===== src/rtl/reorder_tag_manager.sv =====
// Reorder tag manager: round-robin tag allocation, per-slot verdict tracking and in-order release.
// Optional macro REORDER_TIMEOUT_EN adds per-slot age counters that auto-reject stale PENDING slots.

// state      | meaning
// S_FREE     | slot unused, available for allocation
// S_PENDING  | tag granted, waiting for filter verdict
// S_REJECTED | verdict reject (or timeout), waiting for release
// S_ACCEPTED | verdict accept, waiting for release
module reorder_tag_manager #(
  parameter int TAG_WIDTH            = 6,
  parameter int CIRCULAR_BUFFER_SIZE = 3,
  parameter int TIMEOUT_CYCLES       = 64
) (
  input  logic                 clk,
  input  logic                 rst,
  input  logic                 alloc_req,
  output logic                 alloc_gnt,
  output logic [TAG_WIDTH-1:0] alloc_tag,
  input  logic                 verdict_valid,
  input  logic [TAG_WIDTH-1:0] verdict_tag,
  input  logic                 verdict_accept,
  input  logic [TAG_WIDTH-1:0] reorder_tag_out,
  output logic [1:0]           packet_status,
  input  logic                 release_valid,
  input  logic [TAG_WIDTH-1:0] release_tag,
  output logic                 full,
  output logic                 empty,
  output logic [TAG_WIDTH-1:0] in_use_count,
  output logic                 err_pulse
);

  localparam int N = CIRCULAR_BUFFER_SIZE;
  localparam logic [TAG_WIDTH-1:0] LAST_TAG = TAG_WIDTH'(N - 1);
  localparam logic [TAG_WIDTH-1:0] NUM_SLOTS = TAG_WIDTH'(N);

  typedef enum logic [1:0] {
    S_FREE     = 2'd0,
    S_PENDING  = 2'd1,
    S_REJECTED = 2'd2,
    S_ACCEPTED = 2'd3
  } slot_t;

  slot_t                slot_q [N];
  slot_t                slot_d [N];
  logic [TAG_WIDTH-1:0] alloc_ptr;
  logic [TAG_WIDTH-1:0] rel_ptr;
  logic [TAG_WIDTH-1:0] count;
  logic                 err_q;
  slot_t                verd_slot;
  slot_t                rel_slot;
  logic                 verd_err;
  logic                 rel_ok;
  logic                 rel_err;
  logic [N-1:0]         timeout_hit;
  logic [N-1:0]         timeout_fire;

  assign full         = (count == NUM_SLOTS);
  assign empty        = (count == '0);
  assign alloc_gnt    = alloc_req & ~full;
  assign alloc_tag    = alloc_ptr;
  assign in_use_count = count;
  assign err_pulse    = err_q;

  always_comb begin
    packet_status = 2'b00;
    for (int i = 0; i < N; i++) begin
      if (reorder_tag_out == TAG_WIDTH'(i)) begin
        case (slot_q[i])
          S_REJECTED: packet_status = 2'b01;
          S_ACCEPTED: packet_status = 2'b11;
          default:    packet_status = 2'b00;
        endcase
      end
    end
  end

  // Out-of-range tags look like FREE slots, which makes them protocol errors.
  always_comb begin
    verd_slot = S_FREE;
    rel_slot  = S_FREE;
    for (int i = 0; i < N; i++) begin
      if (verdict_tag == TAG_WIDTH'(i)) verd_slot = slot_q[i];
      if (rel_ptr == TAG_WIDTH'(i))     rel_slot  = slot_q[i];
    end
    verd_err = verdict_valid & (verd_slot == S_FREE);
    rel_ok   = release_valid & (release_tag == rel_ptr) &
               ((rel_slot == S_REJECTED) | (rel_slot == S_ACCEPTED));
    rel_err  = release_valid & ~rel_ok;
  end

`ifdef REORDER_TIMEOUT_EN
  localparam int AW = $clog2(TIMEOUT_CYCLES + 1);
  logic [AW-1:0] age_q [N];

  always_ff @(posedge clk or posedge rst) begin
    if (rst) begin
      for (int i = 0; i < N; i++) age_q[i] <= '0;
    end else begin
      for (int i = 0; i < N; i++) begin
        if (alloc_gnt && alloc_ptr == TAG_WIDTH'(i)) age_q[i] <= '0;
        else if (slot_q[i] == S_PENDING)            age_q[i] <= age_q[i] + AW'(1);
      end
    end
  end

  always_comb begin
    timeout_hit = '0;
    for (int i = 0; i < N; i++)
      timeout_hit[i] = (slot_q[i] == S_PENDING) && (age_q[i] == AW'(TIMEOUT_CYCLES - 1));
  end
`else
  assign timeout_hit = '0;
`endif

  // Release beats verdict/timeout on the same slot; a verdict in the same cycle beats the timeout.
  always_comb begin
    timeout_fire = '0;
    for (int i = 0; i < N; i++) begin
      slot_d[i] = slot_q[i];
      timeout_fire[i] = timeout_hit[i] & ~(verdict_valid && verdict_tag == TAG_WIDTH'(i));
      if (timeout_fire[i]) slot_d[i] = S_REJECTED;
      if (verdict_valid && verdict_tag == TAG_WIDTH'(i) && slot_q[i] == S_PENDING)
        slot_d[i] = verdict_accept ? S_ACCEPTED : S_REJECTED;
      if (alloc_gnt && alloc_ptr == TAG_WIDTH'(i)) slot_d[i] = S_PENDING;
      if (rel_ok && rel_ptr == TAG_WIDTH'(i))      slot_d[i] = S_FREE;
    end
  end

  always_ff @(posedge clk or posedge rst) begin
    if (rst) begin
      for (int i = 0; i < N; i++) slot_q[i] <= S_FREE;
      alloc_ptr <= '0;
      rel_ptr   <= '0;
      count     <= '0;
      err_q     <= 1'b0;
    end else begin
      for (int i = 0; i < N; i++) slot_q[i] <= slot_d[i];
      if (alloc_gnt) alloc_ptr <= (alloc_ptr == LAST_TAG) ? '0 : alloc_ptr + TAG_WIDTH'(1);
      if (rel_ok)    rel_ptr   <= (rel_ptr == LAST_TAG) ? '0 : rel_ptr + TAG_WIDTH'(1);
      count <= count + TAG_WIDTH'(alloc_gnt) - TAG_WIDTH'(rel_ok);
      err_q <= verd_err | rel_err | (|timeout_fire);
    end
  end

endmodule


===== config.mk =====
export PLATFORM = sky130hd
export DESIGN_NAME = reorder_tag_manager
export DESIGN_NICKNAME = d
export VERILOG_FILES = /design/src/rtl/reorder_tag_manager.sv
export SDC_FILE = /design/constraint.sdc
export NUM_CORES = 1
export LEC_CHECK = 0
export BUFFER_PORTS_ARGS = -buffer_cell sky130_fd_sc_hd__buf_2
export CORE_MARGIN = 5
export CORE_UTILIZATION = 48
export DETAILED_ROUTE_END_ITERATION = 10
export PLACE_DENSITY = 0.79
export SYNTH_ARGS = -nofsm -noshare
export SYNTH_HDL_FRONTEND = slang
export SYNTH_SLANG_ARGS = --single-unit

===== constraint.sdc =====
create_clock -name clk -period 2.3 [get_ports clk]
set_input_delay 0.23 -clock clk [delete_from_list [all_inputs] [get_ports clk]]
set_output_delay 0.23 -clock clk [all_outputs]
set_load 0.01 [all_outputs]

After elaboration in Yosys (flattened, before gate mapping)
Index checks and enable logic that the tools add are counted.
Widths: inputs -> output; s select.

word-level totals
  bits in registers = 25
  word-level logic and storage cells = 86
  output and inout port bits = 18

operators by class
  reductions and logical operators = 21
  equality and inequality tests = 21
  add/subtract/negate cells = 4
  bitwise gates (word level) = 9
  multiplexer cells = 24

operators with widths
  operator             count
  $mux 2               18
  $eq 6x2->1 const B   5
  $logic_not 6->1      5
  $eq 6x1->1 const B   4
  $eq 2x2->1 const B   8
  $add 6x1->6 const B  2
  $logic_and 1x1->1    12
  $mux 6               2
  $pmux 2 s2           3
  $reduce_bool 3->1    3
  $add 6x1->6          1
  $eq 2x1->1 const B   3
  $eq 6x6->1           1
  $sub 6x1->6          1
  $and 1x1->1          5
  $logic_not 2->1      1
  $not 1->1            2
  $or 1x1->1           2
  $mux 1               1

Depth between registers and ports, before layout
  word-level depth = 10
  depth in mapped cells = 14
  gate-level depth less buffers = 14

Worst setup path after synthesis
No wires, ideal clock.

  path kind = register to register
  start point = reg rel_ptr[0]
  end point = reg count[5] (netlist: in_use_count[5])
  setup time = 0.125 ns
  path buffers = 0
  setup slack = -0.189 ns
  clock period less this slack = 2.489 ns
  data arrival time = 2.364 ns
  cell stages (with the launch flop) = 13
  cells stage by stage = dfrtp_1 -> inv_1 -> ha_1 -> nor2b_1 -> a21oi_1 -> and3_1 -> ha_1 -> inv_1 -> ha_1 -> a21o_1 -> a21oi_1 -> nor4b_1 -> a2111oi_0

between the ends
  cells in the longest elaborated chain, start to end = 8

RTL lines
  item                      line  RTL
  start: declaration        46    logic [TAG_WIDTH-1:0] rel_ptr;
  start signal: assignment  139   if (rel_ok) rel_ptr <= (rel_ptr == LAST_TAG) ? '0 : rel_ptr + TAG_WIDTH'(1);
  $logic_not 6->1           83    if (rel_ptr == TAG_WIDTH'(i)) rel_slot = slot_q[i];
  $mux 2 (3 in series)      83
  $eq 2x2->1                87    ((rel_slot == S_REJECTED) | (rel_slot == S_ACCEPTED));
  $or 1x1->1                87
  $and 1x1->1 (*)           86    rel_ok = release_valid & (release_tag == rel_ptr) &
  $sub 6x1->6 (*)           140   count <= count + TAG_WIDTH'(alloc_gnt) - TAG_WIDTH'(rel_ok);
  end signal: assignment    140
  end: declaration          47    logic [TAG_WIDTH-1:0] count;

Mark *: on every way between the ends. The rest lies on a longest branch, timed or not.
A chain may end at the register's enable or synchronous reset.

Worst setup path after layout
  start point = reg rel_ptr[1]
  end point = reg count[4] (netlist: in_use_count[4])

The elaborated chain is that of the path after synthesis.

==> flow_summary.html <==
<table>
<tr><th>Metric</th><th>Value</th></tr>
<tr><th colspan="2">Status</th></tr>
<tr><td>Outcome</td><td>finished, violations left</td></tr>
<tr><td>Failing checks</td><td>negative setup slack</td></tr>
<tr><th colspan="2">Worst setup path</th></tr>
<tr><td>Register-to-Register Path Depth</td><td>14</td></tr>
<tr><td>Crit Reg-Reg Endpoint</td><td>in_use_count[4]</td></tr>
<tr><td>Reg-to-reg startpoint</td><td>rel_ptr[1]</td></tr>
<tr><td>Critical path class</td><td>reg2reg</td></tr>
<tr><td>Sort of element at the end of the critical path</td><td>register</td></tr>
<tr><td>Worst EP arrival</td><td>2.83 ns</td></tr>
<tr><td>Reg2reg setup slack</td><td>-0.27 ns</td></tr>
<tr><td>Critical path fanouts, max</td><td>3</td></tr>
<tr><td>Required time at the endpoint of the critical path</td><td>2.56 ns</td></tr>
<tr><td>Category of the worst setup path launch point</td><td>register</td></tr>
<tr><th colspan="2">Final layout</th></tr>
<tr><td>Final standard cell area without fillers</td><td>2251 µm²</td></tr>
<tr><td>Syn-to-layout area delta</td><td>34.96%</td></tr>
<tr><td>Layout net count</td><td>281</td></tr>
<tr><td>Multi-input combinational cell area</td><td>1036 µm²</td></tr>
<tr><td>Final std cells w/o fill</td><td>285</td></tr>
<tr><td>Area occupied by registers</td><td>626.9 µm²</td></tr>
<tr><td>Fraction of layout instances using a drive strength above 1</td><td>41.00%</td></tr>
<tr><td>Fill cell total of the finished layout</td><td>270</td></tr>
<tr><td>Core Util, Final</td><td>66.93%</td></tr>
<tr><td>N_diodes</td><td>0</td></tr>
<tr><th colspan="2">Timing</th></tr>
<tr><td>Final Hold Viols</td><td>0</td></tr>
<tr><td>Worst rel slew slack</td><td>53.75%</td></tr>
<tr><td>Post-Route Skew</td><td>0.002962 ns</td></tr>
<tr><td>Setup TNS</td><td>-0.4477 ns</td></tr>
<tr><td>Smallest hold slack</td><td>0.1407 ns</td></tr>
<tr><td>Final setup violation count</td><td>5</td></tr>
<tr><td>Max Slew Vio Count</td><td>0</td></tr>
<tr><td>Unrepaired setup endpoints after global routing</td><td>yes</td></tr>
<tr><td>Slew at the pin closest to its max-slew limit</td><td>0.6875 ns</td></tr>
<tr><td>Maximum operating frequency</td><td>0.3894 GHz</td></tr>
<tr><td>Min cycle time layout</td><td>2.568 ns</td></tr>
<tr><td>Setup ws final</td><td>-0.2678 ns</td></tr>
<tr><td>Period utilization</td><td>111.6%</td></tr>
<tr><th colspan="2">Logic synthesis</th></tr>
<tr><td>Number of synthesized flops with an enable pin</td><td>0</td></tr>
<tr><td>Share of cell area taken by muxes after synthesis</td><td>2.101%</td></tr>
<tr><td>Number of flip-flops and latches in the synthesized netlist</td><td>25</td></tr>
<tr><td>Fraction of the yosys area taken by sequential cells</td><td>37.51%</td></tr>
<tr><td>Net Count, Synth</td><td>213</td></tr>
<tr><td>Fraction of synthesized cell area taken by the top area cell type</td><td>37.51%</td></tr>
<tr><td>Average cell area after synthesis</td><td>9.697 µm²</td></tr>
<tr><td>Synthesized instance count</td><td>172</td></tr>
<tr><td>Async SR Flop Fraction</td><td>100.0%</td></tr>
<tr><td>Xor/xnor share of the synthesized area</td><td>5.776%</td></tr>
<tr><td>Top cells by area in the synthesized netlist</td><td>dfrtp_1 38%, ha_1 12%, inv_1 5.2%</td></tr>
<tr><td>Combinational family with the most area after synthesis</td><td>simple AND/OR/NAND/NOR gates</td></tr>
<tr><td>Leading area contributor after synthesis</td><td>dfrtp_1</td></tr>
<tr><td>Unique cell type count in the Yosys netlist</td><td>45</td></tr>
<tr><td>Summed instance area of the synthesized netlist</td><td>1668 µm²</td></tr>
<tr><td>Yosys warning count</td><td>0</td></tr>
<tr><td>Main flop type after synthesis</td><td>dfrtp_1</td></tr>
<tr><td>Fraction of the mapped netlist area in simple logic gates</td><td>18.83%</td></tr>
<tr><td>Synth Area in Compound Gates</td><td>15.53%</td></tr>
<tr><td>Adder-cell share of the synthesized area</td><td>13.20%</td></tr>
<tr><th colspan="2">GRT</th></tr>
<tr><td>Grt ovf</td><td>0</td></tr>
<tr><td>Number of antenna violations at the first check in global routing</td><td>0</td></tr>
<tr><td>Global router's overall resource usage</td><td>19.12%</td></tr>
<tr><td>Largest net degree at the start of global routing</td><td>26</td></tr>
<tr><td>Via count of the first global-routing pass</td><td>1,496</td></tr>
<tr><td>Wire length of the first global-routing pass</td><td>6727 µm</td></tr>
<tr><th colspan="2">Power</th></tr>
<tr><td>Power density over the cells</td><td>1012 nW/µm²</td></tr>
<tr><td>Pwr Total</td><td>2.279 mW</td></tr>
<tr><td>Leakage dissipation</td><td>1.092 nW</td></tr>
<tr><td>Largest vdd supply drop</td><td>0.0008406 V</td></tr>
<tr><th colspan="2">Routing</th></tr>
<tr><td>Overall via count from detail_route</td><td>1,493</td></tr>
<tr><td>Antenna-violating nets left</td><td>0</td></tr>
<tr><td>Post-route DRC violation count</td><td>0</td></tr>
<tr><td>Vias per inst</td><td>5.239</td></tr>
<tr><td>Initial DRC Count</td><td>57</td></tr>
<tr><td>Routed WL per cell</td><td>14.46 µm</td></tr>
<tr><td>Sum of routed wire length over all layers</td><td>4120 µm</td></tr>
<tr><td>First-pass DRT Iterations</td><td>4</td></tr>
<tr><th colspan="2">Placement</th></tr>
<tr><td>Count of placed standard cells including taps</td><td>276</td></tr>
<tr><td>Count of buffers inserted at the top-level ports</td><td>41</td></tr>
<tr><td>Worst setup slack before clock tree synthesis</td><td>-0.2147 ns</td></tr>
<tr><td>Area of placed instances</td><td>2101 µm²</td></tr>
<tr><td>Final Wtd Congestion</td><td>0.8117</td></tr>
<tr><td>HPWL after detailed placement</td><td>3029 µm</td></tr>
<tr><th colspan="2">Clocking</th></tr>
<tr><td>Clock H-tree levels</td><td>1</td></tr>
<tr><td>Clock Sink Count</td><td>25</td></tr>
<tr><td>Later-pin clock latency in the skew report</td><td>0.33 ns</td></tr>
<tr><td>CTS Root Buffer Type</td><td>clkbuf_4</td></tr>
<tr><td>Clock slew at reported path FFs</td><td>0.14 ns</td></tr>
<tr><td>CTS Buffer Depth</td><td>2</td></tr>
<tr><td>CTS buffer count</td><td>3</td></tr>
<tr><td>CTS tree</td><td>yes</td></tr>
<tr><th colspan="2">Floorplanning</th></tr>
<tr><td>Row count</td><td>21</td></tr>
<tr><td>Starting Density</td><td>49.59%</td></tr>
<tr><td>Die X-Extent</td><td>68.95 µm</td></tr>
<tr><td>Top-level port count</td><td>42</td></tr>
<tr><td>Area of the die</td><td>4753 µm²</td></tr>
<tr><td>Die span in y</td><td>68.95 µm</td></tr>
<tr><td>Placeable Area</td><td>3363 µm²</td></tr>
<tr><th colspan="2">Run</th></tr>
<tr><td>Number of max-cap violations</td><td>0</td></tr>
<tr><th colspan="2">Worst hold path</th></tr>
<tr><td>Hold Crit Class</td><td>in2reg</td></tr>
<tr><td>Worst hold endpoint</td><td>err_pulse</td></tr>
<tr><td>Hold Path Cell Cnt</td><td>3</td></tr>
<tr><td>HP Start</td><td>release_valid</td></tr>
</table>
## report_power, final
group	switching, mW	total, mW	internal [mW]
sequential	0.171	0.762	0.590
combinational	0.691	1.31	0.619
clock	0.138	0.206	0.0682
## cells in the mapped netlist (2+ instances only)
library cell,count
a31oi_1,2
a21oi_1,7
o31ai_1,2
nand4_1,6
nor2_1,9
nor4_4,2
nand2b_1,2
o32ai_1,2
o21ai_0,6
clkbuf_1,2
or4_1,3
nor3_1,6
xnor2_1,9
mux2i_1,2
nand3b_1,3
dfrtp_1,25
inv_1,23
nand3_1,7
xor2_1,2
ha_1,16
a32oi_1,2
nand2_1,10
o41ai_2,2
## metal layers
| metal | global-route usage (%) | vias to the layer above | wire length, µm |
|---|---|---|---|
| met5 | 0 | - | 0 |
| met4 | 8.029 | 0 | 85 |
| met3 | 2.593 | 6 | 197 |
| met2 | 33.10 | 30 | 2068 |
| met1 | 23.73 | 713 | 1768 |
| li1 | - | 744 | - |
## worst max-delay path by stage
stage                     cells past startpoint         endpoint       start  slack, ns
after global routing                         14  in_use_count[4]  rel_ptr[1]      -0.38
after CTS                                    12  in_use_count[5]  rel_ptr[1]      -0.17
after global placement                       12  in_use_count[5]  rel_ptr[0]      -0.18
after detailed placement                     12  in_use_count[5]  rel_ptr[1]      -0.21
final                                        14  in_use_count[4]  rel_ptr[1]      -0.27
after floorplan                              12  in_use_count[5]  rel_ptr[0]      -0.10
## area by class of cell
| class | instances | area share (%) |
|---|---|---|
| clock buffer | 4 | 1.167 |
| inverter | 23 | 3.835 |
| sequential | 25 | 27.85 |
| multi-input combinational | 119 | 46.03 |
| tap | 46 | 2.557 |
| timing repair buffer | 68 | 18.57 |
## sequential cells by signal, summed over array words and instances, names as in the netlist
register / count
rel_ptr: 6
alloc_tag: 6
err_pulse: 1
slot_q: 6
in_use_count: 6
## critical path: stages, from the launching register on
cell	delay [ns]
dfrtp_1	0.44
buf_4	0.16
xnor2_1	0.15
nand4_1	0.13
nor2_1	0.16
and3_4	0.21
ha_4	0.19
inv_2	0.06
ha_4	0.13
inv_2	0.04
fa_2	0.35
inv_2	0.06
a21oi_2	0.05
o21bai_1	0.18
xor2_1	0.19
## cell usage in the layout, fill, tap and decap left out, types with 2 or more instances in the layout
| master | instances |
|---|---|
| nor3_1 | 6 |
| a31oi_1 | 2 |
| inv_1 | 17 |
| a21oi_2 | 3 |
| ha_4 | 5 |
| nor2_1 | 9 |
| nand4_1 | 6 |
| o41ai_2 | 2 |
| clkbuf_4 | 3 |
| dfrtp_1 | 24 |
| o31ai_1 | 2 |
| o21ai_0 | 6 |
| xnor2_1 | 8 |
| buf_4 | 24 |
| a32oi_1 | 2 |
| nand2b_1 | 2 |
| nand3_1 | 7 |
| nor4_4 | 2 |
| buf_6 | 2 |
| mux2i_1 | 2 |
| inv_2 | 6 |
| buf_2 | 41 |
| nand3b_1 | 3 |
| or4_1 | 3 |
| a21oi_1 | 4 |
| ha_1 | 10 |
| xor2_1 | 2 |
| nand2_1 | 10 |
| o32ai_1 | 2 |
## kinds of logic (layout without fill, tap and decap cells)
| group | after synthesis | in the layout |
|---|---|---|
| AND/OR/NAND/NOR | 53 | 53 |
| AO/OA/AOI/OAI | 35 | 35 |
| buffers and inverters | 28 | 95 |
| flip-flops | 25 | 25 |
| adder cells (fa/ha/maj) | 17 | 17 |
| XOR/XNOR | 11 | 11 |
| multiplexers | 3 | 3 |
## timing repair
action | in CTS | in global routing
endpoints found under the setup margin | 5 | 5
pin swaps | 13 | 5
endpoints found under the hold margin | 25 | 0
hold buffers | 1 | 0
resized for setup | 15 | 4
buffers inserted | 4 | 1
Note: power is estimated with default switching activity, not from simulation.
